--- config.mk ---
export PLATFORM = sky130hd
export DESIGN_NAME = cp0_intr_ctrl_flat
export DESIGN_NICKNAME = d
export VERILOG_FILES = /design/src/rtl/cp0_intr_ctrl_if.sv /design/src/rtl/cp0_intr_ctrl.sv /design/src/flat_wrapper.sv
export SDC_FILE = /design/constraint.sdc
export NUM_CORES = 1
export LEC_CHECK = 0
export CORE_MARGIN = 10
export CORE_UTILIZATION = 55
export DETAILED_ROUTE_END_ITERATION = 6
export PLACE_DENSITY = 0.92
export SYNTH_ARGS = -nofsm -noshare
export SYNTH_HDL_FRONTEND = slang
export SYNTH_SLANG_ARGS = --single-unit
--- constraint.sdc ---
create_clock -name clk -period 2.49 [get_ports clk]
set_input_delay 0.249 -clock clk [delete_from_list [all_inputs] [get_ports clk]]
set_output_delay 0.249 -clock clk [all_outputs]
set_load 0.1 [all_outputs]
--- src/rtl/cp0_intr_ctrl_if.sv ---
// -----------------------------------------------------------------------------
// cp0_intr_ctrl_if
// Purpose : bundles the pipeline/peripheral side of the CP0 interrupt
//           controller: mfc0/mtc0 access, UART event inputs, and the
//           interrupt request/acknowledge pair.
// Signals :
//   cp0_sel[4:0]    register number for mfc0/mtc0
//   cp0_we          mtc0 write strobe
//   cp0_wdata[31:0] mtc0 write data
//   cp0_rdata[31:0] mfc0 read data (combinational from cp0_sel)
//   uart_rx_valid   one-cycle pulse per received UART byte
//   uart_tx_ready   level, UART transmitter idle
//   int_ack         one-cycle pulse when the pipeline takes the interrupt
//   epc_in[31:0]    PC of the first unretired instruction, valid with int_ack
//   irq_req         registered interrupt request to the pipeline
//
// Handshake semantics: there is no backpressure anywhere on this interface.
// uart_rx_valid, cp0_we and int_ack are single-cycle qualifiers sampled on
// every rising clk edge they are high; each high cycle is one event.
// uart_tx_ready is a level whose 0->1 transition is the event. irq_req is a
// level held while an enabled cause is pending; int_ack is the pipeline's
// acceptance and carries epc_in in the same cycle.
// -----------------------------------------------------------------------------
interface cp0_intr_ctrl_if;
  logic [4:0]  cp0_sel;
  logic        cp0_we;
  logic [31:0] cp0_wdata;
  logic [31:0] cp0_rdata;
  logic        uart_rx_valid;
  logic        uart_tx_ready;
  logic        int_ack;
  logic [31:0] epc_in;
  logic        irq_req;

  modport master (
    output cp0_sel, cp0_we, cp0_wdata, uart_rx_valid, uart_tx_ready,
           int_ack, epc_in,
    input  cp0_rdata, irq_req
  );

  modport slave (
    input  cp0_sel, cp0_we, cp0_wdata, uart_rx_valid, uart_tx_ready,
           int_ack, epc_in,
    output cp0_rdata, irq_req
  );
endinterface

--- src/rtl/cp0_intr_ctrl.sv ---
// -----------------------------------------------------------------------------
// cp0_intr_ctrl
// Purpose : minimal MIPS-style CP0 interrupt block. Implements Count (9),
//           Compare (11), Status (12), Cause (13) and EPC (14), a prescaled
//           timer, UART RX/TX interrupt sources and a registered irq_req.
// Parameters:
//   TICK_DIV  core clock cycles per Count increment (1..65535)
// Ports:
//   clk   sole clock, rising edge
//   rst   synchronous, active-high reset
//   bus   cp0_intr_ctrl_if.slave (see interface file for signal list)
// -----------------------------------------------------------------------------
module cp0_intr_ctrl #(
  parameter int TICK_DIV = 1
) (
  input  logic            clk,
  input  logic            rst,
  cp0_intr_ctrl_if.slave  bus
);

  localparam logic [4:0]  SEL_COUNT   = 5'd9;
  localparam logic [4:0]  SEL_COMPARE = 5'd11;
  localparam logic [4:0]  SEL_STATUS  = 5'd12;
  localparam logic [4:0]  SEL_CAUSE   = 5'd13;
  localparam logic [4:0]  SEL_EPC     = 5'd14;
  localparam logic [15:0] PRESC_LAST  = 16'(TICK_DIV - 1);

  logic [15:0] presc_q;
  logic [31:0] count_q;
  logic [31:0] compare_q;
  logic [31:0] epc_q;
  logic        ie_q;
  logic [7:0]  im_q;
  logic        ip7_q, ip6_q, ip3_q, ip2_q;
  logic        tx_ready_q;
  logic        irq_q;

  logic        tick;
  logic        wr_count, wr_compare, wr_status, wr_cause, wr_epc;
  logic        timer_match;
  logic        tx_rise;
  logic        ip7_d, ip6_d, ip3_d, ip2_d;
  logic        irq_d;
  logic [31:0] status_rd;
  logic [31:0] cause_rd;

  // With TICK_DIV=1 PRESC_LAST is 0, so presc_q stays 0 and every cycle ticks.
  assign tick       = (presc_q == PRESC_LAST);

  assign wr_count   = bus.cp0_we && (bus.cp0_sel == SEL_COUNT);
  assign wr_compare = bus.cp0_we && (bus.cp0_sel == SEL_COMPARE);
  assign wr_status  = bus.cp0_we && (bus.cp0_sel == SEL_STATUS);
  assign wr_cause   = bus.cp0_we && (bus.cp0_sel == SEL_CAUSE);
  assign wr_epc     = bus.cp0_we && (bus.cp0_sel == SEL_EPC);

  // A software Count write suppresses both the increment and the match check.
  assign timer_match = tick && !wr_count && (count_q == compare_q);
  assign tx_rise     = bus.uart_tx_ready && !tx_ready_q;

  assign status_rd = {16'b0, im_q, 7'b0, ie_q};
  assign cause_rd  = {16'b0, ip7_q, ip6_q, 2'b0, ip3_q, ip2_q, 10'b0};

  // Pending-bit next state: software load first, hardware set last so a
  // same-cycle hardware event always survives a software clear.
  always_comb begin
    ip7_d = ip7_q;
    if (wr_compare) ip7_d = 1'b0;
    if (wr_cause)   ip7_d = bus.cp0_wdata[15];
    if (timer_match) ip7_d = 1'b1;

    ip6_d = wr_cause ? bus.cp0_wdata[14] : ip6_q;
    ip3_d = (wr_cause ? bus.cp0_wdata[11] : ip3_q) | tx_rise;
    ip2_d = (wr_cause ? bus.cp0_wdata[10] : ip2_q) | bus.uart_rx_valid;
  end

  // irq_req is computed from the pre-edge register values, giving one cycle
  // of latency from the enabling condition; int_ack drops it immediately.
  assign irq_d = ie_q && (|(im_q & cause_rd[15:8])) && !bus.int_ack;

  always_comb begin
    bus.cp0_rdata = 32'b0;
    case (bus.cp0_sel)
      SEL_COUNT:   bus.cp0_rdata = count_q;
      SEL_COMPARE: bus.cp0_rdata = compare_q;
      SEL_STATUS:  bus.cp0_rdata = status_rd;
      SEL_CAUSE:   bus.cp0_rdata = cause_rd;
      SEL_EPC:     bus.cp0_rdata = epc_q;
      default:     bus.cp0_rdata = 32'b0;
    endcase
  end

  assign bus.irq_req = irq_q;

  always_ff @(posedge clk) begin
    if (rst) begin
      presc_q    <= 16'b0;
      count_q    <= 32'b0;
      compare_q  <= 32'hFFFF_FFFF;
      epc_q      <= 32'b0;
      ie_q       <= 1'b0;
      im_q       <= 8'b0;
      ip7_q      <= 1'b0;
      ip6_q      <= 1'b0;
      ip3_q      <= 1'b0;
      ip2_q      <= 1'b0;
      tx_ready_q <= 1'b0;
      irq_q      <= 1'b0;
    end else begin
      presc_q    <= tick ? 16'b0 : presc_q + 16'd1;
      tx_ready_q <= bus.uart_tx_ready;
      irq_q      <= irq_d;

      if (wr_count)  count_q <= bus.cp0_wdata;
      else if (tick) count_q <= count_q + 32'd1;

      if (wr_compare) compare_q <= bus.cp0_wdata;

      // IM always follows a Status write; int_ack overrides IE.
      if (wr_status) begin
        im_q <= bus.cp0_wdata[15:8];
        ie_q <= bus.cp0_wdata[0];
      end
      if (bus.int_ack) ie_q <= 1'b0;

      if (bus.int_ack)   epc_q <= bus.epc_in;
      else if (wr_epc)   epc_q <= bus.cp0_wdata;

      ip7_q <= ip7_d;
      ip6_q <= ip6_d;
      ip3_q <= ip3_d;
      ip2_q <= ip2_d;
    end
  end

endmodule

--- src/flat_wrapper.sv ---
// flat-port wrapper written by rule: the top's interface ports become plain ports
module cp0_intr_ctrl_flat 
#(
  parameter int TICK_DIV = 1
)
  (clk, rst, bus_cp0_sel, bus_cp0_we, bus_cp0_wdata, bus_uart_rx_valid, bus_uart_tx_ready, bus_int_ack, bus_epc_in, bus_cp0_rdata, bus_irq_req);
  cp0_intr_ctrl_if bus_i ();
  input  logic clk;
  input  logic rst;
  input wire logic [$bits(bus_i.cp0_sel)-1:0] bus_cp0_sel;
  input wire logic [$bits(bus_i.cp0_we)-1:0] bus_cp0_we;
  input wire logic [$bits(bus_i.cp0_wdata)-1:0] bus_cp0_wdata;
  input wire logic [$bits(bus_i.uart_rx_valid)-1:0] bus_uart_rx_valid;
  input wire logic [$bits(bus_i.uart_tx_ready)-1:0] bus_uart_tx_ready;
  input wire logic [$bits(bus_i.int_ack)-1:0] bus_int_ack;
  input wire logic [$bits(bus_i.epc_in)-1:0] bus_epc_in;
  output wire logic [$bits(bus_i.cp0_rdata)-1:0] bus_cp0_rdata;
  output wire logic [$bits(bus_i.irq_req)-1:0] bus_irq_req;
  assign bus_i.cp0_sel = bus_cp0_sel;
  assign bus_i.cp0_we = bus_cp0_we;
  assign bus_i.cp0_wdata = bus_cp0_wdata;
  assign bus_i.uart_rx_valid = bus_uart_rx_valid;
  assign bus_i.uart_tx_ready = bus_uart_tx_ready;
  assign bus_i.int_ack = bus_int_ack;
  assign bus_i.epc_in = bus_epc_in;
  assign bus_cp0_rdata = bus_i.cp0_rdata;
  assign bus_irq_req = bus_i.irq_req;
  cp0_intr_ctrl #(.TICK_DIV(TICK_DIV)) u_core (.clk(clk), .rst(rst), .bus(bus_i));
endmodule
# Word level (Yosys, flattened, before mapping)

Cells that the tools add are included.

Register bits: 127
Input port bits: 75
Output and inout port bits: 33
Word-level logic and storage cells: 53

Add/sub/neg operators: 2
Eq/ne operators: 6
Muxes and demuxes: 10
Bitwise operators: 3
Reductions and logical operators: 20

Operators with widths:

| cell                  | count |
|---|---|
| $pmux 32 s5           | 1 |
| $mux 32               | 4 |
| $add 32x1->32 const B | 1 |
| $eq 32x32->1          | 1 |
| $eq 5x4->1 const B    | 5 |
| $add 16x1->16 const B | 1 |
| $logic_not 16->1      | 1 |
| $logic_and 1x1->1     | 10 |
| $and 8x8->8           | 1 |
| $reduce_or 8->1       | 1 |
| $mux 1                | 5 |
| $reduce_bool 2->1     | 2 |
| $reduce_or 2->1       | 2 |
| $logic_not 1->1       | 3 |
| $reduce_bool 3->1     | 1 |
| $or 1x1->1            | 2 |

# Logic depth before layout (Yosys ltp)

Gate-level depths: netlist of the first run.

Depth in word-level cells: 6
Gate-level depth with buffers: 9
Depth with buffers taken out: 7

# Worst setup path after synthesis of the first run

No wires, ideal clock.

Path kind: in2out
Start point: input port bus_cp0_sel[1]
End point: output port bus_cp0_rdata[0]
Data arrival time: 3.427 ns
Setup slack: -1.186 ns
Stages: 5
Buffers on the path: 3
Cells stage by stage: buf_2 buf_2 buf_1 mux2i_1 o21ai_0

Word-level cells in the longest chain between the ends: 2
Elaborated cells on any way between the ends: 6
Classes of those cells: eq/ne (5); mux (1)

Ends and longest elaborated chain:

| what               | line                | source |
|---|---|---|
| start: declaration | flat_wrapper.sv:10  | `input wire logic [$bits(bus_i.cp0_sel)-1:0] bus_cp0_sel;` |
| $eq 5x4->1         | cp0_intr_ctrl.sv:82 | `case (bus.cp0_sel)` |
| $pmux 32 s5 *      | cp0_intr_ctrl.sv:82 |  |
| end: declaration   | flat_wrapper.sv:17  | `output wire logic [$bits(bus_i.cp0_rdata)-1:0] bus_cp0_rdata;` |

Every way passes the cells marked *; elsewhere a longest branch is shown, timed or not.

# Worst setup path after layout of the first run

Start point: input port bus_cp0_sel[2]
End point: output port bus_cp0_rdata[10]

Same word-level chain as after synthesis.

==> results of run 1 <==
-- path summary, 6_finish.rpt --
check | start | to | slack (ps) | depth (start not counted)
setup / recovery | bus_cp0_sel[2] | bus_cp0_rdata[10] | 50 | 8
hold / removal | rst | u_core.epc_q[6] | 370 | 2
setup reg to reg | u_core.count_q[1] | u_core.count_q[14] | 240 | 6
hold reg to reg | u_core.im_q[1] | u_core.im_q[1] | 470 | 2
-- kinds of logic (layout without fill, tap and decap cells) --
group / after synthesis / count (layout) / synth area share [%]
AOI/OAI and AO/OA: 130 / 130 / 12.63
xor gates and xnor gates: 69 / 69 / 8.700
adders and majority gates: 3 / 3 / 0.5404
buffers and inverters: 87 / 181 / 5.097
DFF: 127 / 127 / 36.60
muxes: 52 / 52 / 7.781
and+or+nand+nor: 387 / 387 / 28.66
-- synth_stat cells, types with 3 or more instances --
master    number
nor4_2         9
xor2_1        27
nand3b_1      33
and4_1         3
mux2_2        16
clkbuf_1      53
nor3_2         3
dfxtp_1      127
mux2i_1       36
buf_2          9
a211oi_2       7
or3_1          9
buf_1          5
nor4_4         3
nor4_1        15
nand2_1      165
and3_1         4
nor3_1        10
a22oi_1        5
ha_1           3
inv_1         17
o21ai_1       11
a311oi_1      20
a211oi_1      20
nand4_1        8
nor2_1        62
nand3_1       45
xnor2_1       42
a221o_1        4
nor4bb_1       3
o21ai_0       28
a21oi_1       31
-- area by class of cell --
cell class	instances	area share, %
multi-input cells	641	45.40
flip-flops and latches	127	27.73
repair buffers	134	17.82
clock buffers	23	5.104
well taps	168	2.293
clock inverters	7	0.9552
inverters	17	0.6960
-- cells in the final DEF (no fill, tap or decap), types with 3 or more instances in the layout --
| cell type | synthesis | layout |
|---|---|---|
| nand2_1 | 165 | 165 |
| dfxtp_1 | 127 | 127 |
| clkdlybuf4s50_1 | 0 | 72 |
| nor2_1 | 62 | 62 |
| nand3_1 | 45 | 45 |
| xnor2_1 | 42 | 42 |
| mux2i_1 | 36 | 36 |
| buf_12 | 0 | 36 |
| nand3b_1 | 33 | 33 |
| a21oi_1 | 31 | 31 |
| xor2_1 | 27 | 27 |
| o21ai_2 | 0 | 25 |
| buf_4 | 0 | 25 |
| a211oi_1 | 20 | 20 |
| a311oi_1 | 20 | 20 |
| inv_1 | 17 | 17 |
| clkbuf_16 | 0 | 17 |
| mux2_2 | 16 | 16 |
| nor4_1 | 15 | 15 |
| o21ai_0 | 28 | 11 |
| nor3_1 | 10 | 10 |
| nor4_2 | 9 | 9 |
| or3_1 | 9 | 9 |
| nand4_1 | 8 | 8 |
| a211oi_2 | 7 | 7 |
| a22oi_1 | 5 | 5 |
| a221o_1 | 4 | 4 |
| and3_1 | 4 | 4 |
| clkinv_2 | 0 | 4 |
| clkbuf_1 | 53 | 4 |
| o21ai_1 | 11 | 3 |
| and4_1 | 3 | 3 |
| nor4_4 | 3 | 3 |
| nor3_2 | 3 | 3 |
| ha_1 | 3 | 3 |
-- worst max-delay path, cell delays in order --
cell and delay (ps):
clkdlybuf4s50_1 510, nor4bb_2 410, and2_2 300, buf_12 160, nand2_1 50, o21ai_0 90
a221o_1 230, buf_12 190
-- per-stage QoR --
stage,cell area (sq um),setup TNS [ps],instances
global route,9169,-42.14,1117
finish,9169,0,1117
global placement,8600,0,1087
floorplan,7041,0,855
CTS,9161,0,1117
detailed placement,8600,0,1087
-- flip-flops by register name, summed over array words and instances (netlist names) --
signal,cells
u_core.ie_q,1
u_core.tx_ready_q,1
u_core.ip7_q,1
u_core.bus.irq_req,1
u_core.compare_q,32
u_core.ip3_q,1
u_core.epc_q,32
u_core.presc_q,16
u_core.count_q,32
u_core.im_q,8
u_core.ip6_q,1
u_core.ip2_q,1
-- timing repair --
item / in CTS / in global routing
endpoints found under the setup margin: 5 / 4
hold endpoints to repair: 0 / 0
buffers inserted: 0 / 0
hold buffers: 0 / 0
gates resized for setup: 1 / 2
-- where the power goes --
group	switching (W)	internal, W	leakage (nW)	total (W)
logic	0.000327	0.000272	2.02	0.000599
clock network	0.000860	0.00150	0.273	0.00236
registers	0.0000453	0.00209	1.03	0.00213
-- layer usage --
| metal | GRT usage (%) | routed length [um] | vias to the layer above |
|---|---|---|---|
| li1 | - | - | 3161 |
| met1 | 28.23 | 8566 | 3218 |
| met2 | 37.60 | 10260 | 337 |
| met3 | 5.297 | 1573 | 52 |
| met4 | 11.12 | 511 | 0 |
| met5 | 0 | 0 | - |
==> impl_metrics.tcl, run 1 <==
set metrics [dict create \
    grt_pass1_vias 6717 \
    io_pins 108 \
    synth-seq-area-share_pct 36.60 \
    grt_start_max_net_pins 66 \
    critPathMaxFanout 14 \
    cp.required_ps 2240 \
    dr.pass1.iters 7 \
    routed-via-count 6768 \
    ys_warn_count 0 \
    die_w_um 132.4 \
    wl_per_cell_um 18.72 \
    synth_edf_count 0 \
    gr-total-overflow 0 \
    ant_nets 0 \
    critPathLaunchType "input port" \
    ys_ff_latch 127 \
    hold_viol_final 0 \
    synth_top_area_share_pct 36.60 \
    routed_wirelength_mm 20.91 \
    dieArea_sq_um 17530 \
    antenna_found_initial 0 \
    worstPathArrival_ps 2190 \
    drt_iter0_drc 813 \
    relSlewSlack_pct 56.79 \
    tritoncts "built" \
    tightest_slew_ps 642.3 \
    initial_utilization_pct 56.89 \
    fmax_mhz 409.3 \
    cts_num_sinks 127 \
    postLayoutCoreUtil_pct 75.08 \
    fill_cells 789 \
    path_class "input port to primary output" \
    whs_ps 365.5 \
    p_leak_nw 3.323 \
    rows 40 \
    synthFlopType "dfxtp_1" \
    die_h_um 132.4 \
    outcome "finished clean" \
    power_w 0.005099 \
    layout.nets 1016 \
    core_area_sq_um 12210 \
    cts_made_buffers 17 \
    port_buffers 107 \
    gp_congestion 0.8675 \
    netlist_instances 855 \
    ir_drop_mv 0.4135 \
    pwr_density_cell_nw_per_um2 556.1 \
    synthTopCellsByArea "dfxtp_1 37%, nand2_1 8.9%, xnor2_1 5.3%" \
    dp_hpwl_mm 13.99 \
    track_usage_pct 23.16 \
    async_flop_share_pct 0 \
    finalCritPeriodShare_pct 98.11 \
    area_growth_pct 31.99 \
    grt_pass1_wl_mm 34.07 \
    clkTransAtPathRegs_ps 50 \
    drc 0 \
    vias_per_cell 6.059 \
    diodes 0 \
    fin_ws_ps 47.00 \
    cts-htree-levels 4 \
    pre_cts_ws_ps 98.69 \
    slew_viol_final 0 \
    cap_violations 0 \
    yosysTopAreaCell "dfxtp_1" \
    drive_gt1_share_pct 16.86 \
    ff_latch_area_sq_um 2542 \
    cts-root-buf "clkbuf_16" \
    clk-insertion-delay-late_ps 420 \
    synth_area_per_cell_sq_um 8.125 \
    synthesis.nets 933 \
    multi_input_area_sq_um 4163 \
    end_kind "primary output" \
    netlist_area_sq_um 6947 \
    layout_min_cycle_time_ps 2443 \
    finClkSkew_ps 5.217 \
    synth_cell_types 47 \
    hold_path_class "input port to register" \
    cts_buffer_depth 2 \
    setup_violations 0 \
]
No activity file was read; power rests on OpenSTA's default activity.
==> run 2, diff against run 1 <==
--- a/config.mk
+++ b/config.mk
@@ -9,6 +9,7 @@
 export CORE_UTILIZATION = 55
 export DETAILED_ROUTE_END_ITERATION = 6
 export PLACE_DENSITY = 0.92
+export SLEW_MARGIN = 20
 export SYNTH_ARGS = -nofsm -noshare
 export SYNTH_HDL_FRONTEND = slang
 export SYNTH_SLANG_ARGS = --single-unit
==> results of run 2 <==
The final DEF is identical to that of run 1; final timing and power are the same.
==> run 3, diff against run 2 <==
--- a/config.mk
+++ b/config.mk
@@ -6,9 +6,9 @@
 export NUM_CORES = 1
 export LEC_CHECK = 0
 export CORE_MARGIN = 10
-export CORE_UTILIZATION = 55
+export CORE_UTILIZATION = 40
 export DETAILED_ROUTE_END_ITERATION = 6
-export PLACE_DENSITY = 0.92
+export PLACE_DENSITY = 0.73
 export SLEW_MARGIN = 20
 export SYNTH_ARGS = -nofsm -noshare
 export SYNTH_HDL_FRONTEND = slang
==> run 3 against run 2 <==
Effect of this change:
- utilization shrank 21 points
- setup slack gained 91 ps
- routed wire length shrank 5.0%
- critical path type unchanged
- largest power group unchanged
==> impl_metrics.tcl, run 3 (same netlist as run 1, synthesis figures left out) <==
set metrics [dict create \
    outcome "finished clean" \
    hold_viol_final 0 \
    rows 48 \
    rsz0062_at_grt "false" \
    post-place-cells 1141 \
    end_kind "primary output" \
    slew_viol_final 0 \
    initial_utilization_pct 40.44 \
    path_delay_family "buffers and inverters" \
    cts_hold_buf 0 \
    crit_chain "clkdlybuf4s50_1, nor4bb_2, and2_1, buf_12, nand2_1, o21ai_0, a221o_1, buf_12" \
    cts-htree-levels 4 \
    cts_made_buffers 17 \
    track_usage_pct 17.23 \
    p_leak_nw 3.354 \
    crit_slowest_cell "clkdlybuf4s50_1" \
    cp.required_ps 2240 \
    rrSetupSlack_ps 310 \
    cts_num_sinks 127 \
    tritoncts "built" \
    tightest_slew_ps 579.0 \
    dr.pass1.iters 7 \
    cts-root-buf "clkbuf_16" \
    grt_pass1_wl_mm 31.68 \
    cp_common_cell "buf_12" \
    path_class "input port to primary output" \
    use_met3_pct 4.485 \
    critPathBufInv 3 \
    layout.nets 1013 \
    clk-insertion-delay-late_ps 430 \
    layout_min_cycle_time_ps 2352 \
    drive_gt1_share_pct 16.79 \
    hold_path_class "input port to register" \
    cts_resized 0 \
    io_pins 108 \
    die_h_um 151.8 \
    instances_no_fill 1172 \
    post_cts_buffers 0 \
    relSlewSlack_pct 61.40 \
    gp_congestion 0.8468 \
    busiest_layer "met2" \
    diodes 0 \
    finalCritPeriodShare_pct 94.47 \
    dieArea_sq_um 23040 \
    cap_violations 0 \
    finClkSkew_ps 7.371 \
    die_w_um 151.8 \
    antenna_found_initial 0 \
    area_growth_pct 34.40 \
    wl_per_cell_um 16.94 \
    worstPathArrival_ps 2100 \
    slowest_delay_ps 500 \
    vias_per_cell 5.398 \
    drt_iter0_drc 381 \
    grt_pass1_vias 6101 \
    use_met1_pct 21.48 \
    grt.met2_usage_pct 28.37 \
    layout_common_cells "165 x nand2_1, 127 x dfxtp_1, 72 x clkdlybuf4s50_1, 62 x nor2_1, 45 x nand3_1" \
    drc 0 \
    pwr_density_cell_nw_per_um2 585.1 \
    dp_hpwl_mm 13.68 \
    core_area_sq_um 17180 \
    setup_violations 0 \
    critPathLaunchType "input port" \
    clkTransAtPathRegs_ps 50 \
    final_common_cell "nand2_1" \
    postLayoutCoreUtil_pct 54.36 \
    fill_cells 1529 \
    routed-via-count 6327 \
    ant_nets 0 \
    routed_wirelength_mm 19.86 \
    gr-total-overflow 0 \
    port_buffers 107 \
    grt_start_max_net_pins 67 \
    critPathMaxFanout 15 \
    cts_buffer_depth 2 \
    setup_tns_ps 0 \
    ir_drop_mv 0.4675 \
    fmax_mhz 425.1 \
    largest_registers "u_core.compare_q: 32 flops, u_core.count_q: 32 flops, u_core.epc_q: 32 flops" \
]
run 3: cell count changes in the layout (fill, tap and decap cells not counted), sizes merged:
cell | previous run | this run
bufinv | 2 | 5
clkinvlp | 1 | 3
clkinv | 4 | 3
clkbuf | 23 | 20
buf | 62 | 59
run 3: report_power, final:
| group | switching, W | total, W | internal (W) |
|---|---|---|---|
| Sequential | 0.0000427 | 0.00213 | 0.00209 |
| Combinational | 0.000321 | 0.000594 | 0.000273 |
| Clock | 0.000922 | 0.00274 | 0.00181 |
| Total | 0.00129 | 0.00546 | 0.00418 |
run 3: path summary, 6_finish.rpt:
kind                           from                  to  cells after the start
setup / recovery     bus_cp0_sel[2]   bus_cp0_rdata[15]                      8
hold / removal                  rst     u_core.epc_q[2]                      2
setup reg to reg  u_core.count_q[1]  u_core.count_q[22]                      7
hold reg to reg      u_core.im_q[1]      u_core.im_q[1]                      2
run 3: worst register-to-register path, stage by stage (launching register included):
cell and delay, ps:
dfxtp_1 430, ha_1 210, nand3_1 110, or4_1 480, buf_4 210, nor4_1 330, xnor2_1 100, a211oi_1 220
run 3: through the flow:
stage | power, W | hold slack (ps) | worst slack [ps] | cell area [sq um]
2_1_floorplan | 0.002482 | 369.8 | 74.19 | 7041
3_3_place_gp | 0.002761 | 446.7 | 99.01 | 8686
3_5_place_dp | 0.002767 | 450.3 | 77.89 | 8686
4_1_cts | 0.005486 | 205.6 | 66.69 | 9330
5_1_grt | 0.005619 | 222.5 | 21.12 | 9336
6_report | 0.005462 | 213.8 | 137.6 | 9336
run 3: per-layer routing:
| metal | vias up | part of all wire (%) |
|---|---|---|
| li1 | 3153 | - |
| met1 | 3009 | 45 |
| met2 | 139 | 48 |
| met3 | 26 | 5.8 |
| met4 | 0 | 1.5 |
| met5 | - | 0 |
run 3: layout make-up:
type                            count  area, sq um  share of cell area (%)
Clock inverter                     11        187.7                   2.010
Clock buffer                       20        456.7                   4.891
Sequential cell                   127         2542                   27.23
Multi-Input combinational cell    641         4155                   44.51
Tap cell                          225        281.5                   3.015
Inverter                           17        63.81                  0.6835
Timing Repair Buffer              131         1649                   17.66
